===== src/rtl/sync_debounce_pkg.sv =====
`default_nettype none
// ============================================================================
// sync_pkg : shared constants and elaboration helpers for sync_debounce
// Rev 1.0
// ============================================================================
package sync_pkg;

  localparam int MIN_STAGES     = 2;
  localparam int MIN_FILTER_CNT = 1;

  function automatic int cnt_width(input int n);
    return $clog2(n + 1);
  endfunction

  function automatic bit params_ok(input int stages, input int filter_cnt);
    return (stages >= MIN_STAGES) && (filter_cnt >= MIN_FILTER_CNT);
  endfunction

endpackage
`default_nettype wire


===== src/rtl/sync_debounce_if.sv =====
`default_nettype none
// ============================================================================
// sync_debounce_if : raw inputs and conditioned outputs of sync_debounce
// Rev 1.0
// ============================================================================
interface sync_debounce_if #(
  parameter int WIDTH = 4
);

  logic [WIDTH-1:0] async_in;
  logic             filter_en;
  logic [WIDTH-1:0] sync_out;
  logic [WIDTH-1:0] filt_out;
  logic [WIDTH-1:0] rise_pulse;
  logic [WIDTH-1:0] fall_pulse;

  modport master (
    output async_in,
    output filter_en,
    input  sync_out,
    input  filt_out,
    input  rise_pulse,
    input  fall_pulse
  );

  modport slave (
    input  async_in,
    input  filter_en,
    output sync_out,
    output filt_out,
    output rise_pulse,
    output fall_pulse
  );

endinterface
`default_nettype wire


===== src/rtl/sync_debounce_ch.sv =====
`default_nettype none
// ============================================================================
// sync_debounce_ch : one channel - synchronizer, stability filter, edge pulses
// Rev 1.0
// ============================================================================
module sync_debounce_ch
  import sync_pkg::*;
#(
  parameter int   STAGES     = 2,
  parameter int   FILTER_CNT = 4,
  parameter logic RST_BIT    = 1'b1
) (
  input  logic clk,
  input  logic n_rst,
  input  logic async_i,
  input  logic filter_en_i,
  output logic sync_o,
  output logic filt_o,
  output logic rise_o,
  output logic fall_o
);

  localparam int            CW       = cnt_width(FILTER_CNT);
  localparam logic [CW-1:0] CNT_LAST = CW'(FILTER_CNT - 1);

  logic [STAGES-1:0] sync_q;
  logic [CW-1:0]     cnt_q, cnt_d;
  logic              filt_q, filt_d;
  logic              rise_q, rise_d;
  logic              fall_q, fall_d;
  logic              sync_lvl;

  generate
    if (!params_ok(STAGES, FILTER_CNT)) begin : g_param_chk
      $error("sync_debounce_ch: STAGES must be >= 2 and FILTER_CNT >= 1");
    end
  endgenerate

  assign sync_lvl = sync_q[STAGES-1];

  always_ff @(posedge clk or negedge n_rst) begin
    if (!n_rst) begin
      sync_q <= {STAGES{RST_BIT}};
    end else begin
      sync_q <= {sync_q[STAGES-2:0], async_i};
    end
  end

  // Any cycle where the synced level agrees with filt_out discards the count,
  // so only an uninterrupted run of FILTER_CNT disagreeing cycles is accepted.
  always_comb begin
    cnt_d  = '0;
    filt_d = filt_q;
    if (!filter_en_i) begin
      filt_d = sync_lvl;
    end else if (sync_lvl != filt_q) begin
      if (cnt_q == CNT_LAST) begin
        filt_d = sync_lvl;
      end else begin
        cnt_d = cnt_q + CW'(1);
      end
    end
    rise_d = filt_d & ~filt_q;
    fall_d = ~filt_d & filt_q;
  end

  always_ff @(posedge clk or negedge n_rst) begin
    if (!n_rst) begin
      cnt_q  <= '0;
      filt_q <= RST_BIT;
      rise_q <= 1'b0;
      fall_q <= 1'b0;
    end else begin
      cnt_q  <= cnt_d;
      filt_q <= filt_d;
      rise_q <= rise_d;
      fall_q <= fall_d;
    end
  end

  assign sync_o = sync_lvl;
  assign filt_o = filt_q;
  assign rise_o = rise_q;
  assign fall_o = fall_q;

endmodule
`default_nettype wire


===== src/rtl/sync_debounce.sv =====
`default_nettype none
// ============================================================================
// sync_debounce : multi-channel synchronizer + debounce filter + edge pulses
// Rev 1.0
// ============================================================================
module sync_debounce
  import sync_pkg::*;
#(
  parameter int               WIDTH      = 4,
  parameter int               STAGES     = 2,
  parameter logic [WIDTH-1:0] RST_VAL    = {WIDTH{1'b1}},
  parameter int               FILTER_CNT = 4
) (
  input  logic           clk,
  input  logic           n_rst,
  sync_debounce_if.slave bus
);

  logic [WIDTH-1:0] sync_lvl;
  logic [WIDTH-1:0] filt_lvl;
  logic [WIDTH-1:0] rise_lvl;
  logic [WIDTH-1:0] fall_lvl;

  generate
    for (genvar i = 0; i < WIDTH; i++) begin : g_ch
      sync_debounce_ch #(
        .STAGES     (STAGES),
        .FILTER_CNT (FILTER_CNT),
        .RST_BIT    (RST_VAL[i])
      ) u_ch (
        .clk         (clk),
        .n_rst       (n_rst),
        .async_i     (bus.async_in[i]),
        .filter_en_i (bus.filter_en),
        .sync_o      (sync_lvl[i]),
        .filt_o      (filt_lvl[i]),
        .rise_o      (rise_lvl[i]),
        .fall_o      (fall_lvl[i])
      );
    end
  endgenerate

  assign bus.sync_out   = sync_lvl;
  assign bus.filt_out   = filt_lvl;
  assign bus.rise_pulse = rise_lvl;
  assign bus.fall_pulse = fall_lvl;

endmodule
`default_nettype wire


===== src/flat_wrapper.sv =====
// flat-port wrapper written by rule: the top's interface ports become plain ports
module sync_debounce_flat import sync_pkg::*;
#(
  parameter int               WIDTH      = 4,
  parameter int               STAGES     = 2,
  parameter logic [WIDTH-1:0] RST_VAL    = {WIDTH{1'b1}},
  parameter int               FILTER_CNT = 4
)
  (clk, n_rst, bus_async_in, bus_filter_en, bus_sync_out, bus_filt_out, bus_rise_pulse, bus_fall_pulse);
  sync_debounce_if #(.WIDTH(WIDTH)) bus_i ();
  input  logic clk;
  input  logic n_rst;
  input wire logic [$bits(bus_i.async_in)-1:0] bus_async_in;
  input wire logic [$bits(bus_i.filter_en)-1:0] bus_filter_en;
  output wire logic [$bits(bus_i.sync_out)-1:0] bus_sync_out;
  output wire logic [$bits(bus_i.filt_out)-1:0] bus_filt_out;
  output wire logic [$bits(bus_i.rise_pulse)-1:0] bus_rise_pulse;
  output wire logic [$bits(bus_i.fall_pulse)-1:0] bus_fall_pulse;
  assign bus_i.async_in = bus_async_in;
  assign bus_i.filter_en = bus_filter_en;
  assign bus_sync_out = bus_i.sync_out;
  assign bus_filt_out = bus_i.filt_out;
  assign bus_rise_pulse = bus_i.rise_pulse;
  assign bus_fall_pulse = bus_i.fall_pulse;
  sync_debounce #(.WIDTH(WIDTH), .STAGES(STAGES), .RST_VAL(RST_VAL), .FILTER_CNT(FILTER_CNT)) u_core (.clk(clk), .n_rst(n_rst), .bus(bus_i));
endmodule

===== config.mk =====
export PLATFORM = sky130hd
export DESIGN_NAME = sync_debounce_flat
export DESIGN_NICKNAME = d
export VERILOG_FILES = /design/src/rtl/sync_debounce_pkg.sv /design/src/rtl/sync_debounce_if.sv /design/src/rtl/sync_debounce_ch.sv /design/src/rtl/sync_debounce.sv /design/src/flat_wrapper.sv
export SDC_FILE = /design/constraint.sdc
export NUM_CORES = 1
export LEC_CHECK = 0
export BUFFER_PORTS_ARGS = -buffer_cell sky130_fd_sc_hd__buf_2
export CAP_MARGIN = 20
export CORE_UTILIZATION = 47
export DETAILED_ROUTE_END_ITERATION = 8
export PLACE_DENSITY = 0.72
export RECOVER_POWER = 100
export SLEW_MARGIN = 20
export SYNTH_ARGS = -nofsm -noshare
export SYNTH_HDL_FRONTEND = slang
export SYNTH_HIERARCHICAL = 1
export SYNTH_SLANG_ARGS = --single-unit

===== constraint.sdc =====
create_clock -name clk -period 1.28 [get_ports clk]
set_clock_uncertainty 0.15 [all_clocks]
set_input_delay 0.064 -clock clk [delete_from_list [all_inputs] [get_ports clk]]
set_output_delay 0.064 -clock clk [all_outputs]
set_load 0.02 [all_outputs]

==> results.cfg <==
[sta]
fin_crit_sh_pct = 105
tightest_slew_ns = 0.751
fin_crit_ns = 1.35
hold_slack_ns = 0.0251
max_freq_ghz = 0.742
setup_viol = 8
hold_viol = 0
drv_slew = 0
rsz0062_at_grt = true
relSlewSlack_pct = 49.9
worst_slack_ns = -0.0679

[routing]
drt-pass1-iter-count = 3
routed_wirelength_mm = 2.63
drc = 0
vias = 879
routed_via_density = 4.97
drtIter0Drc = 2
ant_nets = 0
wl_per_cell_microns = 14.9

[cts]
insertion_delay_ns = 0.33
clkSlewWorstSetupHoldPaths_ns = 0.10
clock_path_buffers = 2
cts.sinks = 32
clock-root-buffer = clkbuf_4
htreeDepth = 2
cts_tree = done
numCtsBuffers = 5

[synthesis]
ys_top_cells_by_area = dfrtp_1 41%, dfstp_2 26%, nor3b_2 8.2%, ha_1 4.1%, nand2b_1 3.6%
ys_seq_area_share_pct = 66.7
ys_warn_count = 6
synth_cells = 82
synthTopCellsByCount = 20 x dfrtp_1, 12 x dfstp_2, 8 x nor3b_2, 7 x nand2_1, 7 x nand2b_1
syn_avg_cell_area_sq_um = 14.9
yosysTopAreaCellShare_pct = 40.9
synth_nets = 93
ys_seq_elements = 32
yosysMostFrequentCell = dfrtp_1
synth_edf_count = 0
yosys.cell_types.count = 16
dominantRegCellSynth = dfrtp_1
async_flop_share_pct = 100
syn_area_sq_mm = 0.00122
synth_top_area_cell = dfrtp_1

[worst_setup_path]
cp.required_ns = 1.39
crit_path_start_kind = flip-flop
critPathCaptureType = flip-flop
r2r_setup_slack_ns = -0.07
worstPathArrival_ns = 1.46
crit_fanout = 3
path_class = flip-flop to flip-flop

[power_and_ir_drop]
leakagePower_nw = 0.867
peakVddDrop_uv = 924
p_per_area_mw_per_mm2 = 1190
power_mw = 2.15

[global_routing]
overflow = 0
grt_pass1_vias = 811
grt_usage_pct = 19.1
grt_pass1_wl_mm = 3.58
grt_max_degree = 33
antenna_found_initial = 0

[cells_and_area]
area_growth_pct = 47.7
antennaDiodeCount = 0
fill_cells = 171
fin_cells = 177
nets = 157
multi_input_area_sq_um = 457
seqCellArea_sq_um = 816
drive_above_1_share_pct = 58.5
utilization_pct = 72.9

[place]
place_inst = 148
gp_congestion = 0.721
dpl_worst_slack_ns = -0.0377
dp_hpwl_mm = 1.46
portBuffers = 22

[die]
core_sq_mm = 0.00248
fp.dieW_microns = 53
dieArea_sq_mm = 0.00281
num_io_pins = 23
die_y_microns = 53
start_util_pct = 49.3
rows = 18

[min_path]
hold_path_class = primary input to flip-flop

[outcome]
status = finished, violations left
violations = setup timing

[run]
drv_cap = 0
## power by group
part	switching (mW)	total (mW)	internal (mW)
Sequential	0.0419	1.13	1.09
Combinational	0.173	0.373	0.200
Clock	0.321	0.644	0.323
## stage by stage
| stage | TNS (ns) | cell area, sq um |
|---|---|---|
| global placement | 0 | 1480 |
| detailed placement | -0.0628 | 1480 |
| finish | -0.294 | 1810 |
| floorplan | 0 | 1220 |
| global route | -1.04 | 1810 |
| CTS | -0.209 | 1680 |
## flip-flops by register name, indices dropped and copies added, names as in the netlist
register,cells
u_core/g_ch.u_ch/fall_o,4
u_core/g_ch.u_ch/sync_q,8
u_core/g_ch.u_ch/rise_o,4
u_core/g_ch.u_ch/cnt_q,12
u_core/g_ch.u_ch/filt_o,4
## layout make-up
class                           count  share of cell area [%]
Timing Repair Buffer               57                    23.6
Tap cell                           30                    2.08
Sequential cell                    32                    45.2
Clock buffer                        8                    3.81
Multi-Input combinational cell     50                    25.3
## critical path: stages, from the launching register on
cell and delay [ns]:
dfrtp_1 0.39, ha_2 0.19, nand2b_1 0.08, and2_4 0.17, mux2_4 0.31
## path summary, 6_finish.rpt
check | to | from | depth (start not counted)
max in group asynchronous | u_core/g_ch[1].u_ch/cnt_q[1]$_DFF_PN0_ | n_rst | 3
min in group asynchronous | u_core/g_ch[2].u_ch/cnt_q[2]$_DFF_PN0_ | n_rst | 3
setup / recovery | u_core/g_ch[0].u_ch/filt_o$_DFF_PN1_ | u_core/g_ch[0].u_ch/cnt_q[1]$_DFF_PN0_ | 4
setup reg to reg | u_core/g_ch[0].u_ch/filt_o$_DFF_PN1_ | u_core/g_ch[0].u_ch/cnt_q[1]$_DFF_PN0_ | 4
hold reg to reg | u_core/g_ch[0].u_ch/sync_q[1]$_DFF_PN1_ | u_core/g_ch[0].u_ch/sync_q[0]$_DFF_PN1_ | 0
hold / removal | u_core/g_ch[2].u_ch/filt_o$_DFF_PN1_ | bus_filter_en | 3
## cell usage in the layout, fill, tap and decap left out
cell	synthesis	final
buf_4	0	25
dfrtp_1	20	20
dfstp_2	12	11
clkbuf_1	0	10
nor3b_2	8	10
dlygate4sd3_1	0	8
buf_6	0	8
buf_2	0	6
nand2_1	7	6
a21oi_1	6	6
clkbuf_4	0	5
nand2b_1	7	5
mux2_4	1	3
nand2b_2	3	3
a21bo_2	3	3
clkbuf_8	0	2
ha_2	0	2
nor2_1	3	2
nand2b_4	0	2
ha_1	4	2
xor2_2	0	1
and3_2	1	1
nand2_2	0	1
and2_4	1	1
dfstp_1	0	1
nor2_2	0	1
mux2_1	3	1
clkbuf_2	0	1
## kinds of logic after synthesis
logic type                 share of synthesized area (%)
muxes                                               3.99
adders and majority gates                           4.09
and+or+nand+nor                                     19.6
xor gates and xnor gates                           0.717
DFF                                                 66.7
AOI/OAI and AO/OA                                   4.91
## what timing repair did
item	CTS	global route
gates resized for setup	9	19
setup buffers	8	5
hold buffers	5	3
setup endpoints to repair	11	23
endpoints found under the hold margin	43	5
pin swaps	5	11
## metal layers
metal | part of all wire (%) | GRT usage [%]
met5 | 0 | 0
met4 | 3.5 | 7.89
met3 | 5.0 | 7.76
met2 | 50 | 31.9
met1 | 42 | 21.6
No activity file was read; power rests on OpenSTA's default activity.
